**src/rtl/bcd_display_scan.sv**
```systemverilog
// 4-digit multiplexed 7-segment driver for packed BCD results.
// Latches the BCD word on bcd_ready, scans one digit per REFRESH_DIV cycles,
// blanks leading zeros and shows dashes when any latched nibble is not decimal.
module bcd_display_scan #(
  parameter int unsigned REFRESH_DIV   = 27000,
  parameter bit          BLANK_LEADING = 1'b1
) (
  input  logic        clk,
  input  logic        reset,
  input  logic [15:0] bcd_code,
  input  logic        bcd_ready,
  input  logic        display_en,
  output logic [3:0]  anodes,
  output logic [6:0]  segments,
  output logic        bcd_err
);

  localparam int unsigned PW = (REFRESH_DIV > 2) ? $clog2(REFRESH_DIV) : 1;
  localparam logic [PW-1:0] PRESC_MAX = PW'(REFRESH_DIV - 1);

  localparam logic [6:0] SEG_DARK = 7'h7F;
  localparam logic [6:0] SEG_DASH = 7'h3F;

  typedef enum logic [1:0] {
    ST_IDLE,
    ST_SCAN,
    ST_ERROR
  } state_t;

  state_t         r_state;
  state_t         w_state_nxt;
  logic [15:0]    r_value;
  logic           r_have_data;
  logic [PW-1:0]  r_presc;
  logic [1:0]     r_digit;
  logic [3:0]     r_anodes;
  logic [6:0]     r_segments;
  logic           r_bcd_err;

  logic [3:0]     w_nib [4];
  logic           w_nib_bad;
  logic           w_tick;
  logic [3:0]     w_blank;
  logic [3:0]     w_cur_nib;
  logic [3:0]     w_anodes_nxt;
  logic [6:0]     w_segments_nxt;

  // Active-low gfedcba patterns for decimal digits.
  function automatic logic [6:0] f_decode(input logic [3:0] n);
    logic [6:0] s;
    case (n)
      4'd0:    s = 7'h40;
      4'd1:    s = 7'h79;
      4'd2:    s = 7'h24;
      4'd3:    s = 7'h30;
      4'd4:    s = 7'h19;
      4'd5:    s = 7'h12;
      4'd6:    s = 7'h02;
      4'd7:    s = 7'h78;
      4'd8:    s = 7'h00;
      4'd9:    s = 7'h10;
      default: s = SEG_DASH;
    endcase
    return s;
  endfunction

  // Split the latched word into digits and derive error/blanking flags.
  always_comb begin
    w_nib[0]  = r_value[3:0];
    w_nib[1]  = r_value[7:4];
    w_nib[2]  = r_value[11:8];
    w_nib[3]  = r_value[15:12];
    w_nib_bad = (w_nib[0] > 4'd9) || (w_nib[1] > 4'd9) ||
                (w_nib[2] > 4'd9) || (w_nib[3] > 4'd9);
    w_blank    = '0;
    w_blank[3] = BLANK_LEADING && (w_nib[3] == 4'd0);
    w_blank[2] = w_blank[3] && (w_nib[2] == 4'd0);
    w_blank[1] = w_blank[2] && (w_nib[1] == 4'd0);
    w_tick     = (r_presc == PRESC_MAX);
    w_cur_nib  = w_nib[r_digit];
  end

  // Capture the converter result whenever it is flagged ready.
  always_ff @(posedge clk or posedge reset) begin
    if (reset) begin
      r_value     <= '0;
      r_have_data <= 1'b0;
    end else if (bcd_ready) begin
      r_value     <= bcd_code;
      r_have_data <= 1'b1;
    end
  end

  // Error flag follows the latched value by one cycle.
  always_ff @(posedge clk or posedge reset) begin
    if (reset) r_bcd_err <= 1'b0;
    else       r_bcd_err <= w_nib_bad;
  end

  // State register.
  always_ff @(posedge clk or posedge reset) begin
    if (reset) r_state <= ST_IDLE;
    else       r_state <= w_state_nxt;
  end

  // Next-state logic; disabling the display overrides everything.
  always_comb begin
    w_state_nxt = r_state;
    if (!display_en) begin
      w_state_nxt = ST_IDLE;
    end else begin
      case (r_state)
        ST_IDLE: begin
          if (r_have_data) w_state_nxt = w_nib_bad ? ST_ERROR : ST_SCAN;
        end
        ST_SCAN, ST_ERROR: begin
          w_state_nxt = w_nib_bad ? ST_ERROR : ST_SCAN;
        end
        default: w_state_nxt = ST_IDLE;
      endcase
    end
  end

  // Slot prescaler and digit index; both run only while scanning.
  always_ff @(posedge clk or posedge reset) begin
    if (reset) begin
      r_presc <= '0;
      r_digit <= '0;
    end else if (!display_en) begin
      r_presc <= '0;
      r_digit <= '0;
    end else if (r_state != ST_IDLE) begin
      r_presc <= w_tick ? '0 : r_presc + 1'b1;
      if (w_tick) r_digit <= r_digit + 2'd1;
    end
  end

  // Output pattern for the current slot. display_en is folded in so the
  // digits go dark on the first edge after it drops, not one state later.
  always_comb begin
    w_anodes_nxt   = '1;
    w_segments_nxt = SEG_DARK;
    if (display_en) begin
      case (r_state)
        ST_SCAN: begin
          if (!w_blank[r_digit]) begin
            w_anodes_nxt   = ~(4'b0001 << r_digit);
            w_segments_nxt = f_decode(w_cur_nib);
          end
        end
        ST_ERROR: begin
          w_anodes_nxt   = ~(4'b0001 << r_digit);
          w_segments_nxt = SEG_DASH;
        end
        default: begin
          w_anodes_nxt   = '1;
          w_segments_nxt = SEG_DARK;
        end
      endcase
    end
  end

  // Registered display drive.
  always_ff @(posedge clk or posedge reset) begin
    if (reset) begin
      r_anodes   <= '1;
      r_segments <= SEG_DARK;
    end else begin
      r_anodes   <= w_anodes_nxt;
      r_segments <= w_segments_nxt;
    end
  end

  assign anodes   = r_anodes;
  assign segments = r_segments;
  assign bcd_err  = r_bcd_err;

endmodule

```
**config.mk**
```make
export PLATFORM = sky130hd
export DESIGN_NAME = bcd_display_scan
export DESIGN_NICKNAME = d
export VERILOG_FILES = /design/src/rtl/bcd_display_scan.sv
export SDC_FILE = /design/constraint.sdc
export NUM_CORES = 1
export LEC_CHECK = 0
export ABC_AREA = 1
export CELL_PAD_IN_SITES_DETAIL_PLACEMENT = 1
export CELL_PAD_IN_SITES_GLOBAL_PLACEMENT = 1
export CORE_ASPECT_RATIO = 2
export CORE_MARGIN = 5
export CORE_UTILIZATION = 46
export CTS_BUF_LIST = sky130_fd_sc_hd__clkbuf_4 sky130_fd_sc_hd__clkbuf_8
export DETAILED_ROUTE_END_ITERATION = 7
export HOLD_SLACK_MARGIN = 0.05
export PLACE_DENSITY = 0.88
export SLEW_MARGIN = 30
export SYNTH_ARGS = -nofsm -noshare
export SYNTH_HDL_FRONTEND = slang
export SYNTH_SLANG_ARGS = --single-unit
```
**constraint.sdc**
```tcl
create_clock -name clk -period 4.1 [get_ports clk]
set_clock_uncertainty 0.15 [all_clocks]
set_input_delay 1.025 -clock clk [delete_from_list [all_inputs] [get_ports clk]]
set_output_delay 1.025 -clock clk [all_outputs]
set_load 0.005 [all_outputs]
```
; Word level (Yosys, flattened, before mapping)
; Memories as Yosys holds them, arrays and structs flattened.
; Cells that the tools add are included.
[word_totals]
ff_bits = 48
romBits = 112
in_bits = 20
output_inout_bits = 12
elab_cells = 59
n_memories = 1
[mem_list]
columns = name, depth, word_bits, read_ports, rd_ports_with_merged_regs, wr, line
row1 = (name not given), 16, 7, 1, 0, 0, 51  ; case (n)
[op_classes]
n_addsub = 2
magnitude_cmp = 6
n_eq_ne = 6
n_shift = 1
mux = 21
n_bitwise = 2
n_reduce_logical = 12
[op_table]
columns = operator, count
row1 = 15-bit two-way mux, 3
row2 = 4-bit greater-than comparator (second input constant), 4
row3 = 4-bit two-way mux, 4
row4 = 15-bit by 1-bit adder with 15-bit output (second input constant), 1
row5 = 15-bit == test (second input constant), 1
row6 = 7-bit two-way mux, 2
row7 = 7-bit one-hot mux with 2 select lines, 1
row8 = 4-bit logical NOT, 3
row9 = 2-bit two-way mux, 6
row10 = 4-bit binary-select mux with 2-bit select, 1
row11 = 4-bit one-hot mux with 2 select lines, 1
row12 = 2-bit by 1-bit != test with 1-bit output (second input constant), 2
row13 = 4-bit NOT, 1
row14 = 2-bit one-hot mux with 2 select lines, 1
row15 = 1-bit by 2-bit left shift with 4-bit output (first input constant), 1
row16 = 3-bit >= comparator (second input constant), 1
row17 = 1-bit logical OR, 3
row18 = 2-bit by 3-bit < comparator with 1-bit output (second input constant), 1
row19 = 3-bit != test (second input constant), 1
row20 = 2-bit NOT with 3-bit output, 1
row21 = 2-bit by 1-bit adder with 2-bit output (second input constant), 1
row22 = 1-bit binary-select mux with 2-bit select, 1
row23 = 2-bit by 1-bit == test with 1-bit output (second input constant), 1
row24 = 2-bit == test (second input constant), 1
row25 = other kinds (6), 7

; Logic depth before layout (Yosys ltp)
; Gate-level depths: netlist of the first run.
[logic_depth]
depth_word = 8
ltp_mapped = 12
ltp_nobuf = 12

; Least setup slack after synthesis of the first run
; No wires, ideal clock.
[synth_path]
kind = input -> register
startpoint = input port bcd_ready
endpoint = register r_value[9]
setup_ns = 0.125
arrival_ns = 1.766
required_time_ns = 3.825
path_slack_ns = 2.059
cell_stages = 3
path_buffers = 2
cell_sequence = buf_2 > clkbuf_1 > mux2_2
[synth_lines]
columns = item, line
row1 = "start, declared", 11  ; input logic bcd_ready,
row2 = "end signal, assigned", 89  ; r_value <= bcd_code;
row3 = "end, declared", 32  ; logic [15:0] r_value;
; No word-level cell between the ends.

; Worst setup path in the final report of the first run
[layout_path]
startpoint = register r_segments[2] (netlist: segments[2])
endpoint = output port segments[2]
[layout_lines]
columns = item, line
row1 = "start, declared", 37  ; logic [6:0] r_segments;
row2 = "start signal, assigned", 170  ; r_segments <= w_segments_nxt;
row3 = "end, declared", 14  ; output logic [6:0] segments,
; No word-level cell between the ends.

==> insert_results.sql, run 1 <==
INSERT INTO impl_metrics (metric_group, metric, value, unit) VALUES
('synth', 'asyncSetResetFlopFracSynth', '1.00', ''),
('die', 'fp.dieW', '63.6', 'um'),
('die', 'floorplan.initialDensity', '0.466', ''),
('critical_path', 'setup.worst_path.class', 'flip-flop to output pin', ''),
('critical_path', 'rr_startpoint', 'r_digit[0]', ''),
('finish', 'num_antenna_cells', '0', ''),
('clock_network', 'insertion_delay', '0.31', 'ns'),
('die', 'placement_rows', '39', ''),
('global_routing', 'grt_max_degree', '49', ''),
('critical_path', 'depth_of_the_worst_register_to_register_path', '12', ''),
('finish', 'layout-drive-gt1-share', '0.151', ''),
('routing', 'routed_wl', '6520', 'um'),
('synth', 'syn_area', '0.00264', 'mm^2'),
('routing', 'detailroute.via_count', '2216', ''),
('global_routing', 'grt.busiest_layer', 'met2', ''),
('pwr', 'totalPowerFinal', '1290', 'uW'),
('critical_path', 'cell_chain_critical_path', 'clkdlybuf4s50_1', ''),
('placed_design', 'gp_congestion', '0.869', ''),
('finish', 'layoutNonFillerInstCount', '412', ''),
('timing', 'relSlewSlack', '0.443', ''),
('pwr', 'combPwrFrac', '0.288', ''),
('clock_network', 'tritoncts.num_buffers', '5', ''),
('routing', 'wl_per_instance', '15.8', 'um'),
('critical_path', 'max_stage_delay', '0.53', 'ns'),
('critical_path', 'timing.critical_path.arrival', '1.34', 'ns'),
('critical_path', 'critical_path_peak_fanout', '1', ''),
('global_routing', 'grt_util_all_layers', '0.188', ''),
('critical_path', 'timing.critical_path.max_delay_family', 'flip-flops', ''),
('synth', 'synth_ff_type', 'sky130_fd_sc_hd__dfrtp_1', ''),
('hold_path', 'hold_path_end', 'r_have_data', ''),
('pwr', 'seq_power_share', '0.437', ''),
('die', 'dieHeight', '117', 'um'),
('synth', 'synthMostInstantiatedCell', 'sky130_fd_sc_hd__nand2_1', ''),
('pwr', 'vdd_drop_max', '352', 'uV'),
('synth', 'synth_area_leaders', 'sky130_fd_sc_hd__dfrtp_1 (35%), sky130_fd_sc_hd__nand2_1 (12%), sky130_fd_sc_hd__dfstp_2 (11%), sky130_fd_sc_hd__ha_1 (6.6%), sky130_fd_sc_hd__nand3_1 (5.1%)', ''),
('pwr', 'switching_power', '430', 'uW'),
('timing', 'fin_setup_tns', '0', 'ns'),
('global_routing', 'grt_util_met1', '0.172', ''),
('pwr', 'swShare', '0.334', ''),
('synth', 'commonest_cells_in_the_netlist', 'sky130_fd_sc_hd__nand2_1 (85), sky130_fd_sc_hd__dfrtp_1 (37), sky130_fd_sc_hd__inv_1 (31)', ''),
('job', 'timing.max_cap.violations', '0', ''),
('critical_path', 'worst_ep_required_time', '2.92', 'ns'),
('clock_network', 'post_cts_resize_count', '0', ''),
('critical_path', 'buffer_and_inverter_count_on_the_worst_path', '1', ''),
('pwr', 'power_per_cell_area', '416', 'mW/mm^2'),
('clock_network', 'cts_post_setup_buffers_inserted', '0', ''),
('timing', 'rsz0062_at_grt', 'no', ''),
('placed_design', 'port_buffers', '31', ''),
('global_routing', 'global_route.overflow_total', '0', ''),
('clock_network', 'cts_sinks', '48', ''),
('placed_design', 'place.detailed.hpwl', '5030', 'um'),
('clock_network', 'clk_pin_slew_worst_paths', '0.09', 'ns'),
('critical_path', 'crit-reg2reg-capture', 'segments[5]', ''),
('synth', 'number_of_synthesis_warnings', '0', ''),
('hold_path', 'worst_hold_path_type', 'flip-flop to flip-flop', ''),
('global_routing', 'first_global_vias', '2420', ''),
('synth', 'synth_edf_count', '0', ''),
('synth', 'post_synth_num_cell_types', '33', ''),
('timing', 'final.min_clock_period', '2.52', 'ns'),
('routing', 'drt_first_iter_violations', '69', ''),
('routing', 'dr.pass1.iters', '4', ''),
('clock_network', 'root_buffer_cell', 'sky130_fd_sc_hd__clkbuf_8', ''),
('timing', 'clock.fmax', '397', 'MHz'),
('global_routing', 'met2_track_utilization_from_global_routing', '0.379', ''),
('status', 'outcome', 'finished, final reports clean', ''),
('finish', 'flow.area_growth_from_synthesis', '17.4', '%'),
('synth', 'synth-seq-cells', '48', ''),
('die', 'die_area', '0.00744', 'mm^2'),
('critical_path', 'endpoint_kind', 'output pin', ''),
('global_routing', 'grt_first_pass_wirelength', '10900', 'um'),
('synth', 'synth_top_cell_by_area', 'sky130_fd_sc_hd__dfrtp_1', '');
through the flow:
stage	area, um^2	setup WS [ns]
after floorplan	2640	1.80
after global placement	2990	1.41
after CTS	3100	1.56
after global routing	3100	1.53
after detailed placement	2990	1.36
final	3100	1.58
metal layers:
metal	wire, um	part of all wire	up-vias
li1	-	-	1077
met4	237	0.036	0
met2	3870	0.59	33
met1	2240	0.34	1088
met3	170	0.026	18
met5	0	0	-
worst max path at each step:
stage / from / end / slack, ns / cells after the start
2_1_floorplan: reset / bcd_err / 1.80 / 1
4_1_cts: segments[6] / segments[6] / 1.56 / 1
3_3_place_gp: bcd_ready / r_value[9] / 1.41 / 2
6_report: segments[2] / segments[2] / 1.58 / 1
3_5_place_dp: bcd_ready / r_value[9] / 1.36 / 2
5_1_grt: segments[2] / segments[2] / 1.53 / 1
flip-flops by register name, summed over array words and instances (netlist names):
name / cells
r_value: 16
r_presc: 15
segments: 7
anodes: 4
r_digit: 2
r_state: 2
bcd_err: 1
r_have_data: 1
cell usage in the layout (no fill, tap or decap), drive strengths merged, types with 2 or more instances in the layout:
cell           synthesis  final
nor3                   8      8
nor2                  29     29
nand3                 31     31
inv                   37     36
or2                    4      4
mux2                   7      7
ha                    14     14
clkdlybuf4s50          0     31
o21ai                 26     26
dfstp                 11     11
nand4                  3      3
dfrtp                 37     37
clkinv                 0      2
clkbuf                 1      6
a21oi                  3      3
nand2                 92     92
xor2                   4      4
power groups by stage:
stage / combinational (uW) / sequential, uW / clock, uW
6_report: 371 / 564 / 354
5_1_grt: 419 / 571 / 385
4_1_cts: 377 / 565 / 364
3_5_place_dp: 371 / 574 / 0
3_3_place_gp: 352 / 571 / 0
2_1_floorplan: 256 / 559 / 0
kinds of logic (layout without fill, tap and decap cells):
logic type,after synthesis,after routing,synth area share
AND/OR/NAND/NOR,169,169,0.294
flip-flops,48,48,0.460
buffers and inverters,43,76,0.0678
AO/OA/AOI/OAI,32,32,0.0645
adder cells (fa/ha/maj),14,14,0.0664
multiplexers,7,7,0.0299
XOR/XNOR,5,5,0.0166
final cells by class:
class	instances	area [um^2]
clock buffers	6	76.3
well taps	61	76.3
inverters	37	140
clock inverters	2	35.0
repair buffers	31	310
flip-flops and latches	48	1210
fillers	701	2560
multi-input cells	227	1240
(Power assumes the default switching activity.)
==> run 2, diff against run 1 <==
--- a/config.mk
+++ b/config.mk
@@ -10,11 +10,11 @@
 export CELL_PAD_IN_SITES_GLOBAL_PLACEMENT = 1
 export CORE_ASPECT_RATIO = 2
 export CORE_MARGIN = 5
-export CORE_UTILIZATION = 46
+export CORE_UTILIZATION = 39
 export CTS_BUF_LIST = sky130_fd_sc_hd__clkbuf_4 sky130_fd_sc_hd__clkbuf_8
 export DETAILED_ROUTE_END_ITERATION = 7
 export HOLD_SLACK_MARGIN = 0.05
-export PLACE_DENSITY = 0.88
+export PLACE_DENSITY = 0.79
 export SLEW_MARGIN = 30
 export SYNTH_ARGS = -nofsm -noshare
 export SYNTH_HDL_FRONTEND = slang
==> constraint.sdc (replaced) <==
create_clock -name clk -period 2 [get_ports clk]
set_clock_uncertainty 0.15 [all_clocks]
set_input_delay 0.5 -clock clk [delete_from_list [all_inputs] [get_ports clk]]
set_output_delay 0.5 -clock clk [all_outputs]
set_load 0.005 [all_outputs]
==> run 2 against run 1 <==
Total power rose by 100%. Sequential power rose by 100%. First-iteration DRC count fell by 7.2%. Register-to-register slack got worse by 1.6 ns. Cell count rose by 10%. Non-clock buffer count rose by 14. Routed wire length rose by 2.1%. Global-route usage fell by 1.7 points. Flip-flop and latch count did not move. Setup slack got worse by 1.5 ns. Critical path depth did not move.
==> insert_results.sql, run 2 (synthesis results as in run 1) <==
INSERT INTO impl_metrics (metric_group, metric, value, unit) VALUES
('status', 'outcome', 'finished, final reports clean', ''),
('global_routing', 'grt_util_all_layers', '0.171', ''),
('routing', 'drc', '0', ''),
('clock_network', 'postCtsHoldBufs', '0', ''),
('routing', 'dr.pass1.iters', '4', ''),
('global_routing', 'grt_max_degree', '27', ''),
('timing', 'final.min_clock_period', '1.96', 'ns'),
('clock_network', 'clk_pin_slew_worst_paths', '0.08', 'ns'),
('timing', 'timing.final.setup_violations', '0', ''),
('timing', 'clock.fmax', '511', 'MHz'),
('clock_network', 'clock_path_buffers', '2', ''),
('timing', 'worst_pin_slew', '0.432', 'ns'),
('critical_path', 'setup.worst_path.start_class', 'flip-flop', ''),
('critical_path', 'rr_startpoint', 'r_digit[0]', ''),
('die', 'pin_count', '32', ''),
('clock_network', 'root_buffer_cell', 'sky130_fd_sc_hd__clkbuf_8', ''),
('critical_path', 'depth_of_the_worst_register_to_register_path', '12', ''),
('critical_path', 'crit-reg2reg-capture', 'segments[5]', ''),
('hold_path', 'worst_hold_path_type', 'primary input to asynchronous set/reset pin', ''),
('critical_path', 'endpoint_kind', 'output pin', ''),
('finish', 'leading_cell_type_in_the_layout_fill_and_taps_excluded', 'sky130_fd_sc_hd__nand2_1', ''),
('die', 'dieHeight', '126', 'um'),
('die', 'core', '0.00662', 'mm^2'),
('clock_network', 'tritoncts.num_buffers', '5', ''),
('critical_path', 'worst-r2r-setup-slack', '0.15', 'ns'),
('job', 'timing.max_cap.violations', '0', ''),
('global_routing', 'first_global_vias', '2433', ''),
('die', 'floorplan.initialDensity', '0.399', ''),
('finish', 'largest_register_ff_count', '16', ''),
('critical_path', 'buffer_and_inverter_count_on_the_worst_path', '1', ''),
('critical_path', 'cpMaxStageDelayCell', 'sky130_fd_sc_hd__dfstp_2', ''),
('critical_path', 'worst_ep_required_time', '1.35', 'ns'),
('routing', 'wl_per_instance', '14.7', 'um'),
('placed_design', 'preCtsSetupSlack', '-0.0132', 'ns'),
('clock_network', 'cts_sinks', '48', ''),
('timing', 'final.setup.worst_slack', '0.0427', 'ns'),
('routing', 'detailroute.via_count', '2241', ''),
('placed_design', 'port_buffers', '31', ''),
('routing', 'drt_first_iter_violations', '64', ''),
('timing', 'final.period_utilization', '0.979', ''),
('pwr', 'power_per_cell_area', '791', 'mW/mm^2'),
('placed_design', 'gp_congestion', '0.849', ''),
('clock_network', 'cts_tree', 'done', ''),
('finish', 'flow.area_growth_from_synthesis', '24.5', '%'),
('global_routing', 'global_route.overflow_total', '0', ''),
('die', 'die_area', '0.00861', 'mm^2'),
('global_routing', 'grt_first_pass_wirelength', '11100', 'um'),
('placed_design', 'place.detailed.hpwl', '5440', 'um'),
('global_routing', 'antenna_violations_before_repair', '0', ''),
('timing', 'relSlewSlack', '0.711', ''),
('finish', 'fin_nets', '398', ''),
('pwr', 'totalPowerFinal', '2600', 'uW'),
('finish', 'most-common-layout-cells', 'sky130_fd_sc_hd__nand2_1 (83), sky130_fd_sc_hd__dfrtp_1 (35), sky130_fd_sc_hd__inv_1 (30)', ''),
('pwr', 'vdd_drop_max', '530', 'uV'),
('routing', 'routed_wl', '6660', 'um'),
('die', 'placement_rows', '42', ''),
('finish', 'max_flop_register', 'r_value', ''),
('pwr', 'static-leakage-power', '0.00147', 'uW'),
('finish', 'num_antenna_cells', '0', ''),
('timing', 'slew_viol_final', '0', ''),
('timing', 'final_hold_viol_count', '0', ''),
('die', 'fp.dieW', '68.2', 'um'),
('clock_network', 'clock_tree.htree_level_count', '2', ''),
('finish', 'layout-drive-gt1-share', '0.195', ''),
('routing', 'ant_nets', '0', ''),
('critical_path', 'timing.critical_path.arrival', '1.31', 'ns'),
('critical_path', 'timing.critical_path.max_delay_family', 'flip-flops', ''),
('critical_path', 'cell_chain_critical_path', 'clkdlybuf4s50_1', ''),
('critical_path', 'critical_path_peak_fanout', '1', ''),
('routing', 'vias_per_cell', '4.95', ''),
('clock_network', 'insertion_delay', '0.30', 'ns'),
('critical_path', 'max_stage_delay', '0.52', 'ns'),
('critical_path', 'setup.worst_path.class', 'flip-flop to output pin', '');
run 2: changes by cell type in the layout (fill, tap and decap cells not counted), moves of 2 or more:
cell                              delta
sky130_fd_sc_hd__dfrtp_2             +2
sky130_fd_sc_hd__buf_4              +11
sky130_fd_sc_hd__dlymetal6s2s_1      +7
sky130_fd_sc_hd__clkdlybuf4s50_1     -9
sky130_fd_sc_hd__dlygate4sd2_1       +2
sky130_fd_sc_hd__buf_12              +3
sky130_fd_sc_hd__nand2_1             -2
sky130_fd_sc_hd__clkinv_2            -2
sky130_fd_sc_hd__nand2_2             +2
sky130_fd_sc_hd__dfrtp_1             -2
run 2: how the worst max path moves through the flow:
stage	slack, ns	start	cells past startpoint	endpoint
global placement	0.05	display_en	8	r_presc[6]
finish	0.04	segments[0]	1	segments[0]
CTS	0.003	r_digit[1]	9	segments[3]
detailed placement	-0.01	display_en	8	r_presc[6]
floorplan	0.22	reset	1	bcd_err
global route	-0.002	anodes[1]	1	anodes[1]
run 2: repair_timing:
action                                  4_1_cts  5_1_grt
pin swaps                                     0        1
gates resized for setup                       2       12
endpoints found under the setup margin        2       13
buffers inserted                              0        2
run 2: cell type report:
type / count / area [um^2]
Timing Repair Buffer: 45 / 468
Fill cell: 822 / 3340
Clock buffer: 8 / 97.6
Tap cell: 88 / 110
Inverter: 37 / 141
Multi-Input combinational cell: 227 / 1250
Sequential cell: 48 / 1220
run 2: power breakdown:
group          total, uW  switching [uW]  internal [uW]
Sequential          1140            68.5           1080
Combinational        835             476            358
Clock                621             312            309
Total               2600             856           1740
run 2: metal layers:
metal | routed length (um) | GRT usage
met1 | 2170 | 0.152
met4 | 216 | 0.0750
met2 | 4100 | 0.345
met3 | 165 | 0.0265
met5 | 0 | 0
run 2: stage by stage:
| step | TNS, ns | hold WS, ns | instances | utilization | area [um^2] |
|---|---|---|---|---|---|
| 6_report | 0 | 0.316 | 453 | 0.496 | 3280 |
| 5_1_grt | -0.00183 | 0.333 | 453 | 0.496 | 3280 |
| 4_1_cts | 0 | 0.312 | 451 | 0.490 | 3240 |
| 3_5_place_dp | -0.0132 | 0.314 | 443 | 0.475 | 3150 |
| 3_3_place_gp | 0 | 0.324 | 443 | 0.475 | 3150 |
| 2_1_floorplan | 0 | 0.290 | 318 | - | 2640 |
